`config.mk`:
```
export PLATFORM = sky130hd
export DESIGN_NAME = histogram_readout
export DESIGN_NICKNAME = d
export VERILOG_FILES = /design/src/rtl/hist_pkg.sv /design/src/rtl/hist_peak_tracker.sv /design/src/rtl/histogram_readout.sv
export SDC_FILE = /design/constraint.sdc
export NUM_CORES = 1
export LEC_CHECK = 0
export CORE_ASPECT_RATIO = 0.9
export CORE_MARGIN = 4
export CORE_UTILIZATION = 50
export CTS_CLUSTER_SIZE = 40
export DETAILED_ROUTE_END_ITERATION = 8
export PLACE_DENSITY = 0.81
export SLEW_MARGIN = 20
export SYNTH_ARGS = -nofsm -noshare
export SYNTH_HDL_FRONTEND = slang
export SYNTH_SLANG_ARGS = --single-unit
```
`constraint.sdc`:
```
create_clock -name CLK -period 2.42 [get_ports CLK]
set_input_delay 0.242 -clock CLK [delete_from_list [all_inputs] [get_ports CLK]]
set_output_delay 0.242 -clock CLK [all_outputs]
set_load 0.01 [all_outputs]
```
`src/rtl/hist_pkg.sv`:
```
// Shared types and width helpers for the histogram readout block.
package hist_pkg;

  // Sweep sequencer states.
  typedef enum logic [2:0] {
    IDLE,
    FETCH,
    LATCH,
    SEND,
    DONE
  } state_t;

  // Bin address width; a floor of 1 keeps degenerate sizes legal.
  function automatic int addr_w(input int num_bins);
    return (num_bins < 2) ? 1 : $clog2(num_bins);
  endfunction

  // Width of the running total. Each bin is below 2**count_w and there are at
  // most 2**aw bins, so the sum always fits in count_w+aw bits.
  function automatic int total_w(input int count_w, input int aw);
    return count_w + aw;
  endfunction

endpackage

```
`src/rtl/hist_peak_tracker.sv`:
```
// Running peak-bin and total-count accumulator for one histogram sweep.
// clear_i zeroes everything. update_i folds in one (bin, count) sample.
// Bin 0 always loads the peak. A later bin replaces the peak only when it is
// strictly larger, so on a tie the lowest index is kept.
module hist_peak_tracker
  import hist_pkg::*;
#(
  parameter int COUNT_W = 7,
  parameter int ADDR_W  = 7,
  localparam int TOTAL_W = total_w(COUNT_W, ADDR_W)
) (
  input  logic               CLK,
  input  logic               RST,
  input  logic               clear_i,
  input  logic               update_i,
  input  logic [COUNT_W-1:0] count_i,
  input  logic [ADDR_W-1:0]  bin_i,
  output logic [ADDR_W-1:0]  peak_bin_o,
  output logic [COUNT_W-1:0] peak_count_o,
  output logic [TOTAL_W-1:0] total_o
);

  logic [ADDR_W-1:0]  peak_bin_q,   peak_bin_d;
  logic [COUNT_W-1:0] peak_count_q, peak_count_d;
  logic [TOTAL_W-1:0] total_q,      total_d;

  // Next-state logic: clear wins over update; otherwise hold.
  always_comb begin
    peak_bin_d   = peak_bin_q;
    peak_count_d = peak_count_q;
    total_d      = total_q;
    if (clear_i) begin
      peak_bin_d   = '0;
      peak_count_d = '0;
      total_d      = '0;
    end else if (update_i) begin
      total_d = total_q + TOTAL_W'(count_i);
      if ((bin_i == '0) || (count_i > peak_count_q)) begin
        peak_bin_d   = bin_i;
        peak_count_d = count_i;
      end
    end
  end

  // Accumulator registers with synchronous active-low reset.
  always_ff @(posedge CLK) begin
    if (!RST) begin
      peak_bin_q   <= '0;
      peak_count_q <= '0;
      total_q      <= '0;
    end else begin
      peak_bin_q   <= peak_bin_d;
      peak_count_q <= peak_count_d;
      total_q      <= total_d;
    end
  end

  assign peak_bin_o   = peak_bin_q;
  assign peak_count_o = peak_count_q;
  assign total_o      = total_q;

endmodule

```
`src/rtl/histogram_readout.sv`:
```
// Histogram bin-memory reader. It sweeps bins 0..NUM_BINS-1 through a
// 1-cycle-latency RAM read port and streams (bin, count) beats over a
// valid/ready interface. While it sweeps, it tracks the peak bin and the
// total count.
// Optional macro HIST_CLEAR_ON_READ_EN: each bin is written back to zero in
// the cycle its beat is accepted.
module histogram_readout
  import hist_pkg::*;
#(
  parameter int NUM_BINS = 128,
  parameter int COUNT_W  = 7,
  localparam int ADDR_W  = addr_w(NUM_BINS),
  localparam int TOTAL_W = total_w(COUNT_W, ADDR_W)
) (
  input  logic               CLK,
  input  logic               RST,
  input  logic               start,
  output logic               busy,
  output logic               done,
  output logic [ADDR_W-1:0]  mem_addr,
  input  logic [COUNT_W-1:0] mem_rd_data,
  output logic               mem_wr_en,
  output logic [COUNT_W-1:0] mem_wr_data,
  output logic               out_valid,
  input  logic               out_ready,
  output logic [ADDR_W-1:0]  out_bin,
  output logic [COUNT_W-1:0] out_count,
  output logic               out_last,
  output logic [ADDR_W-1:0]  peak_bin,
  output logic [COUNT_W-1:0] peak_count,
  output logic [TOTAL_W-1:0] total
);

  localparam logic [ADDR_W-1:0] LAST_ADDR = ADDR_W'(NUM_BINS - 1);

  state_t             state_q,     state_d;
  logic [ADDR_W-1:0]  addr_q,      addr_d;
  logic [ADDR_W-1:0]  out_bin_q,   out_bin_d;
  logic [COUNT_W-1:0] out_count_q, out_count_d;
  logic               out_last_q,  out_last_d;

  logic accept;
  logic sweep_start;
  logic sample_en;

  assign accept      = (state_q == SEND) && out_ready;
  assign sweep_start = (state_q == IDLE) && start;
  assign sample_en   = (state_q == LATCH);

  // Sequencer next state, address counter and beat register.
  // The address only advances on an accepted beat that is not the last one,
  // so it never goes past NUM_BINS-1 and never wraps.
  always_comb begin
    state_d     = state_q;
    addr_d      = addr_q;
    out_bin_d   = out_bin_q;
    out_count_d = out_count_q;
    out_last_d  = out_last_q;
    case (state_q)
      IDLE: begin
        if (start) begin
          state_d = FETCH;
          addr_d  = '0;
        end
      end
      FETCH: begin
        state_d = LATCH;
      end
      LATCH: begin
        out_count_d = mem_rd_data;
        out_bin_d   = addr_q;
        out_last_d  = (addr_q == LAST_ADDR);
        state_d     = SEND;
      end
      SEND: begin
        if (accept) begin
          if (out_last_q) begin
            state_d = DONE;
          end else begin
            addr_d  = addr_q + 1'b1;
            state_d = FETCH;
          end
        end
      end
      DONE: begin
        state_d = IDLE;
      end
      default: begin
        state_d = IDLE;
      end
    endcase
  end

  // State and datapath registers. Reset aborts any sweep immediately.
  always_ff @(posedge CLK) begin
    if (!RST) begin
      state_q     <= IDLE;
      addr_q      <= '0;
      out_bin_q   <= '0;
      out_count_q <= '0;
      out_last_q  <= 1'b0;
    end else begin
      state_q     <= state_d;
      addr_q      <= addr_d;
      out_bin_q   <= out_bin_d;
      out_count_q <= out_count_d;
      out_last_q  <= out_last_d;
    end
  end

  // Peak and total follow the RAM sample taken in LATCH.
  hist_peak_tracker #(
    .COUNT_W (COUNT_W),
    .ADDR_W  (ADDR_W)
  ) u_peak (
    .CLK          (CLK),
    .RST          (RST),
    .clear_i      (sweep_start),
    .update_i     (sample_en),
    .count_i      (mem_rd_data),
    .bin_i        (addr_q),
    .peak_bin_o   (peak_bin),
    .peak_count_o (peak_count),
    .total_o      (total)
  );

  assign busy      = (state_q != IDLE);
  assign done      = (state_q == DONE);
  assign out_valid = (state_q == SEND);
  assign out_bin   = out_bin_q;
  assign out_count = out_count_q;
  assign out_last  = out_last_q;
  assign mem_addr  = addr_q;

  // In SEND, addr_q still equals out_bin, so the write-back lands on the bin
  // that was just delivered.
`ifdef HIST_CLEAR_ON_READ_EN
  assign mem_wr_en = accept;
`else
  assign mem_wr_en = 1'b0;
`endif
  assign mem_wr_data = '0;

endmodule

```
==> results of run 1 <==
-- per-stage QoR --
| stage | setup WS [ns] | setup TNS, ns | util | cells | hold slack, ns |
|---|---|---|---|---|---|
| 2_1_floorplan | 0.289 | 0 | - | 367 | 0.352 |
| 3_3_place_gp | 0.0130 | 0 | 0.634 | 481 | 0.453 |
| 3_5_place_dp | -0.0659 | -0.0659 | 0.634 | 481 | 0.456 |
| 4_1_cts | 0.261 | 0 | 0.650 | 489 | 0.470 |
| 5_1_grt | 0.0692 | 0 | 0.650 | 489 | 0.491 |
| 6_report | 0.266 | 0 | 0.650 | 489 | 0.466 |
-- cell type report --
class	count	area [um^2]	area share
inverters	15	56.3	0.0152
clock inverters	3	25.0	0.00676
flip-flops and latches	53	1060	0.287
multi-input cells	267	1680	0.453
clock buffers	5	68.8	0.0186
repair buffers	76	728	0.197
well taps	70	87.6	0.0237
-- sequential cells by signal (all words and copies together) (netlist names) --
signal,cells
u_peak.peak_bin_o,7
u_peak.peak_count_o,7
out_count,7
mem_addr,7
u_peak.total_o,14
out_bin,7
out_last,1
state_q,3
-- kinds of logic after synthesis --
kind of cell               Yosys count  synth area share
other                                1           0.00127
and+or+nand+nor                    152             0.252
adders and majority gates           17            0.0746
AOI/OAI and AO/OA                   77             0.190
xor gates and xnor gates            13            0.0386
DFF                                 53             0.359
buffers and inverters               47            0.0835
-- synthesized netlist by cell type, drive strengths merged --
master and count:
nand4 10, conb 1, o22a 1, o31ai 9, o211ai 9, dfxtp 53
and2 1, a2111oi 1, nor4b 1, and4 1, a21oi 11, a311o 2
xor2 11, a2bb2oi 1, or3 2, a21o 1, buf 23, clkbuf 9
o2111ai 1, nand2 43, nor3b 2, and3 2, inv 15, nand4b 2
nor3 2, fa 1, nand2b 3, o21a 1, a31oi 1, nor4 3
a211o 10, a21boi 15, ha 16, nor2b 1, or3b 2, nor2 43
nand3b 2, a211oi 4, o21bai 3, xnor2 2, nand3 32, o21ai 7
-- how the worst max path moves through the flow --
stage	from	end	slack (ns)	depth (start not counted)
floorplan	u_peak.total_o[0]	u_peak.total_o[6]	0.29	8
global placement	mem_rd_data[0]	u_peak.total_o[6]	0.01	9
detailed placement	mem_rd_data[0]	u_peak.total_o[6]	-0.07	9
CTS	mem_rd_data[0]	u_peak.total_o[6]	0.26	9
global route	mem_rd_data[0]	u_peak.total_o[6]	0.07	9
finish	mem_rd_data[0]	u_peak.total_o[6]	0.27	9
-- worst max-delay path: stages --
cell,delay (ns)
sky130_fd_sc_hd__clkdlybuf4s50_1,0.52
sky130_fd_sc_hd__ha_1,0.18
sky130_fd_sc_hd__inv_1,0.06
sky130_fd_sc_hd__fa_1,0.38
sky130_fd_sc_hd__nand2b_1,0.18
sky130_fd_sc_hd__a21oi_1,0.17
sky130_fd_sc_hd__o21ai_0,0.11
sky130_fd_sc_hd__a2111oi_0,0.40
sky130_fd_sc_hd__a311o_1,0.17
-- cell usage in the layout (no fill, tap or decap), types with 2 or more instances in the layout --
master	instances
sky130_fd_sc_hd__a211o_1	10
sky130_fd_sc_hd__a211oi_1	4
sky130_fd_sc_hd__a21boi_0	15
sky130_fd_sc_hd__a21oi_1	10
sky130_fd_sc_hd__a311o_1	2
sky130_fd_sc_hd__and3_1	2
sky130_fd_sc_hd__buf_4	13
sky130_fd_sc_hd__clkbuf_8	5
sky130_fd_sc_hd__clkdlybuf4s50_1	63
sky130_fd_sc_hd__conb_1	8
sky130_fd_sc_hd__dfxtp_1	53
sky130_fd_sc_hd__ha_1	16
sky130_fd_sc_hd__inv_1	15
sky130_fd_sc_hd__inv_6	2
sky130_fd_sc_hd__nand2_1	43
sky130_fd_sc_hd__nand2b_1	3
sky130_fd_sc_hd__nand3_1	28
sky130_fd_sc_hd__nand3_2	4
sky130_fd_sc_hd__nand3b_1	2
sky130_fd_sc_hd__nand4_1	10
sky130_fd_sc_hd__nand4b_1	2
sky130_fd_sc_hd__nor2_1	43
sky130_fd_sc_hd__nor3_1	2
sky130_fd_sc_hd__nor4_1	2
sky130_fd_sc_hd__o211ai_1	9
sky130_fd_sc_hd__o21ai_0	6
sky130_fd_sc_hd__o21bai_1	3
sky130_fd_sc_hd__o31ai_1	9
sky130_fd_sc_hd__xnor2_1	2
sky130_fd_sc_hd__xor2_1	11
-- metal layers --
metal / vias up / part of all wire
met3: 9 / 0.074
li1: 1366 / -
met5: - / 0
met1: 1287 / 0.45
met4: 0 / 0.0099
met2: 80 / 0.47
-- power by group through the flow --
| stage | clock network, W | registers (W) | logic (W) |
|---|---|---|---|
| 6_report | 0.000532 | 0.000939 | 0.000430 |
| 2_1_floorplan | 0 | 0.000960 | 0.000281 |
| 5_1_grt | 0.000583 | 0.000945 | 0.000476 |
| 3_5_place_dp | 0 | 0.000960 | 0.000429 |
| 3_3_place_gp | 0 | 0.000959 | 0.000417 |
| 4_1_cts | 0.000543 | 0.000940 | 0.000430 |
==> impl_metrics.ini, run 1 <==
[clocking]
cts.hold.buffers_added = 0
clock_insertion_delay_worst_skew_ns = 0.32
cts_num_sinks = 53
cts.reportedPaths.clkPinSlew_ns = 0.10
cts_root_buf = sky130_fd_sc_hd__clkbuf_8
cts.repair_timing.setup_buffer_count = 0
post_cts_resize_count = 0
cts_buffers = 5
cts_buffer_depth = 2
cts.htree.levels = 2
cts_tree = built

[sta]
fmax_mhz = 464
setup_violations = 0
finClkSkew_ns = 0.00945
fin_crit_ns = 2.15
slew_headroom = 0.637
final_max_slew_viol_count = 0
worst_pin_slew_ns = 0.544
fin_crit_sh = 0.890
rsz0062_at_grt = false
timing.final.hold_violations = 0

[power_and_ir_drop]
power.sequential.fraction = 0.494
pwr_cell_area_nw_per_um2 = 514
power.share.combinational = 0.226
power.share.switching = 0.321
totalPowerFinal_w = 0.00190
peakVddDrop_uv = 354
p_leak_nw = 1.38
reported_net_switching_power_w = 0.000612
internal_power_w = 0.00129
clock_network_power_share = 0.280

[placed_design]
dp_hpwl_um = 5290
place_area_um2 = 3610
place.gp.congestion = 0.839
io_port_bufs = 63

[detailed_routing]
detail-route-antenna-nets = 0
via_count = 2742
detail_route.drc_violations = 0
iteration_count_of_the_initial_detailed_routing_pass = 4
wl_per_cell_um = 14.8
via_per_inst = 5.61
routed_wl_um = 7250
detail_route.iter0.violations = 128

[floorplanning]
floorplan.io_pins = 72
core.rowCount = 26
die_x_um = 89.0
die_h_um = 80.9
floorplan.core_area_um2 = 5690
die_area_um2 = 7200
initial_core_util = 0.518

[global_routing]
grt_pass1_vias = 2672
grt_pass1_wl_um = 12200
use_met1 = 0.276
grt_start_max_net_pins = 32
grt-ovfl-total = 0
gr-usage-all-layers = 0.212
met3_usage = 0.0477
busiest_layer = met2
grtUsageMet2 = 0.356
antenna_violations_before_repair = 0

[run_status]
run_status = complete, no violations

[cells_and_area]
drive_above_1_share = 0.0740
final_nets = 446
synthToLayoutAreaGrowth_pct = 25.4
final_area_um2 = 3700
filler_cell_count = 504
antennaDiodeCount = 0

[worst_setup_path]
timing.critical_path.arrival_ns = 2.41
path_class = primary input to flop
timing.critical_path.from_type = primary input
rr_worst_depth = 8
r2r_start = u_peak.total_o[0]
worst_ep_required_time_ns = 2.68
reg2reg_to = u_peak.total_o[6]
timing.critical_path.to_type = flop
crit_path_max_fanout = 3
rrSetupSlack_ns = 0.35

[logic_synthesis]
yosys-top-cells-area = sky130_fd_sc_hd__dfxtp_1 36%, sky130_fd_sc_hd__ha_1 6.8%, sky130_fd_sc_hd__nand2_1 5.5%, sky130_fd_sc_hd__nor2_1 5.5%, sky130_fd_sc_hd__nand3_1 4.7%
synth.yosys.warnings = 0
post_synth_instance_area_um2 = 2950
yosys.area.top_type_share = 0.359
synth_top_area_cell = sky130_fd_sc_hd__dfxtp_1
post_synth.cell_area_avg_um2 = 8.20
ys_seq_area_frac = 0.359
yosysUniqueCellTypes = 50
postSynthRegisterBits = 53
synthesis.instances = 360

[worst_hold_path]
hold_path_end = out_count[5]
holdPathStages = 2
worst_hold_path_type = flop to flop
min_delay_startpoint = out_count[5]

[run]
number_of_max_capacitance_violations_reported = 0
Power figures use the tool's default switching activity.
==> run 2: changes to the inputs <==
--- a/constraint.sdc
+++ b/constraint.sdc
@@ -3,2 +3,2 @@
 set_output_delay 0.242 -clock CLK [all_outputs]
-set_load 0.01 [all_outputs]
+set_load 0.005 [all_outputs]
==> results of run 2 <==
The final DEF is identical to that of run 1. Status: complete, no violations.
Among the figures that moved: total power 0.00190 W -> 0.00189 W; worst IR drop on VDD 354 uV -> 352 uV
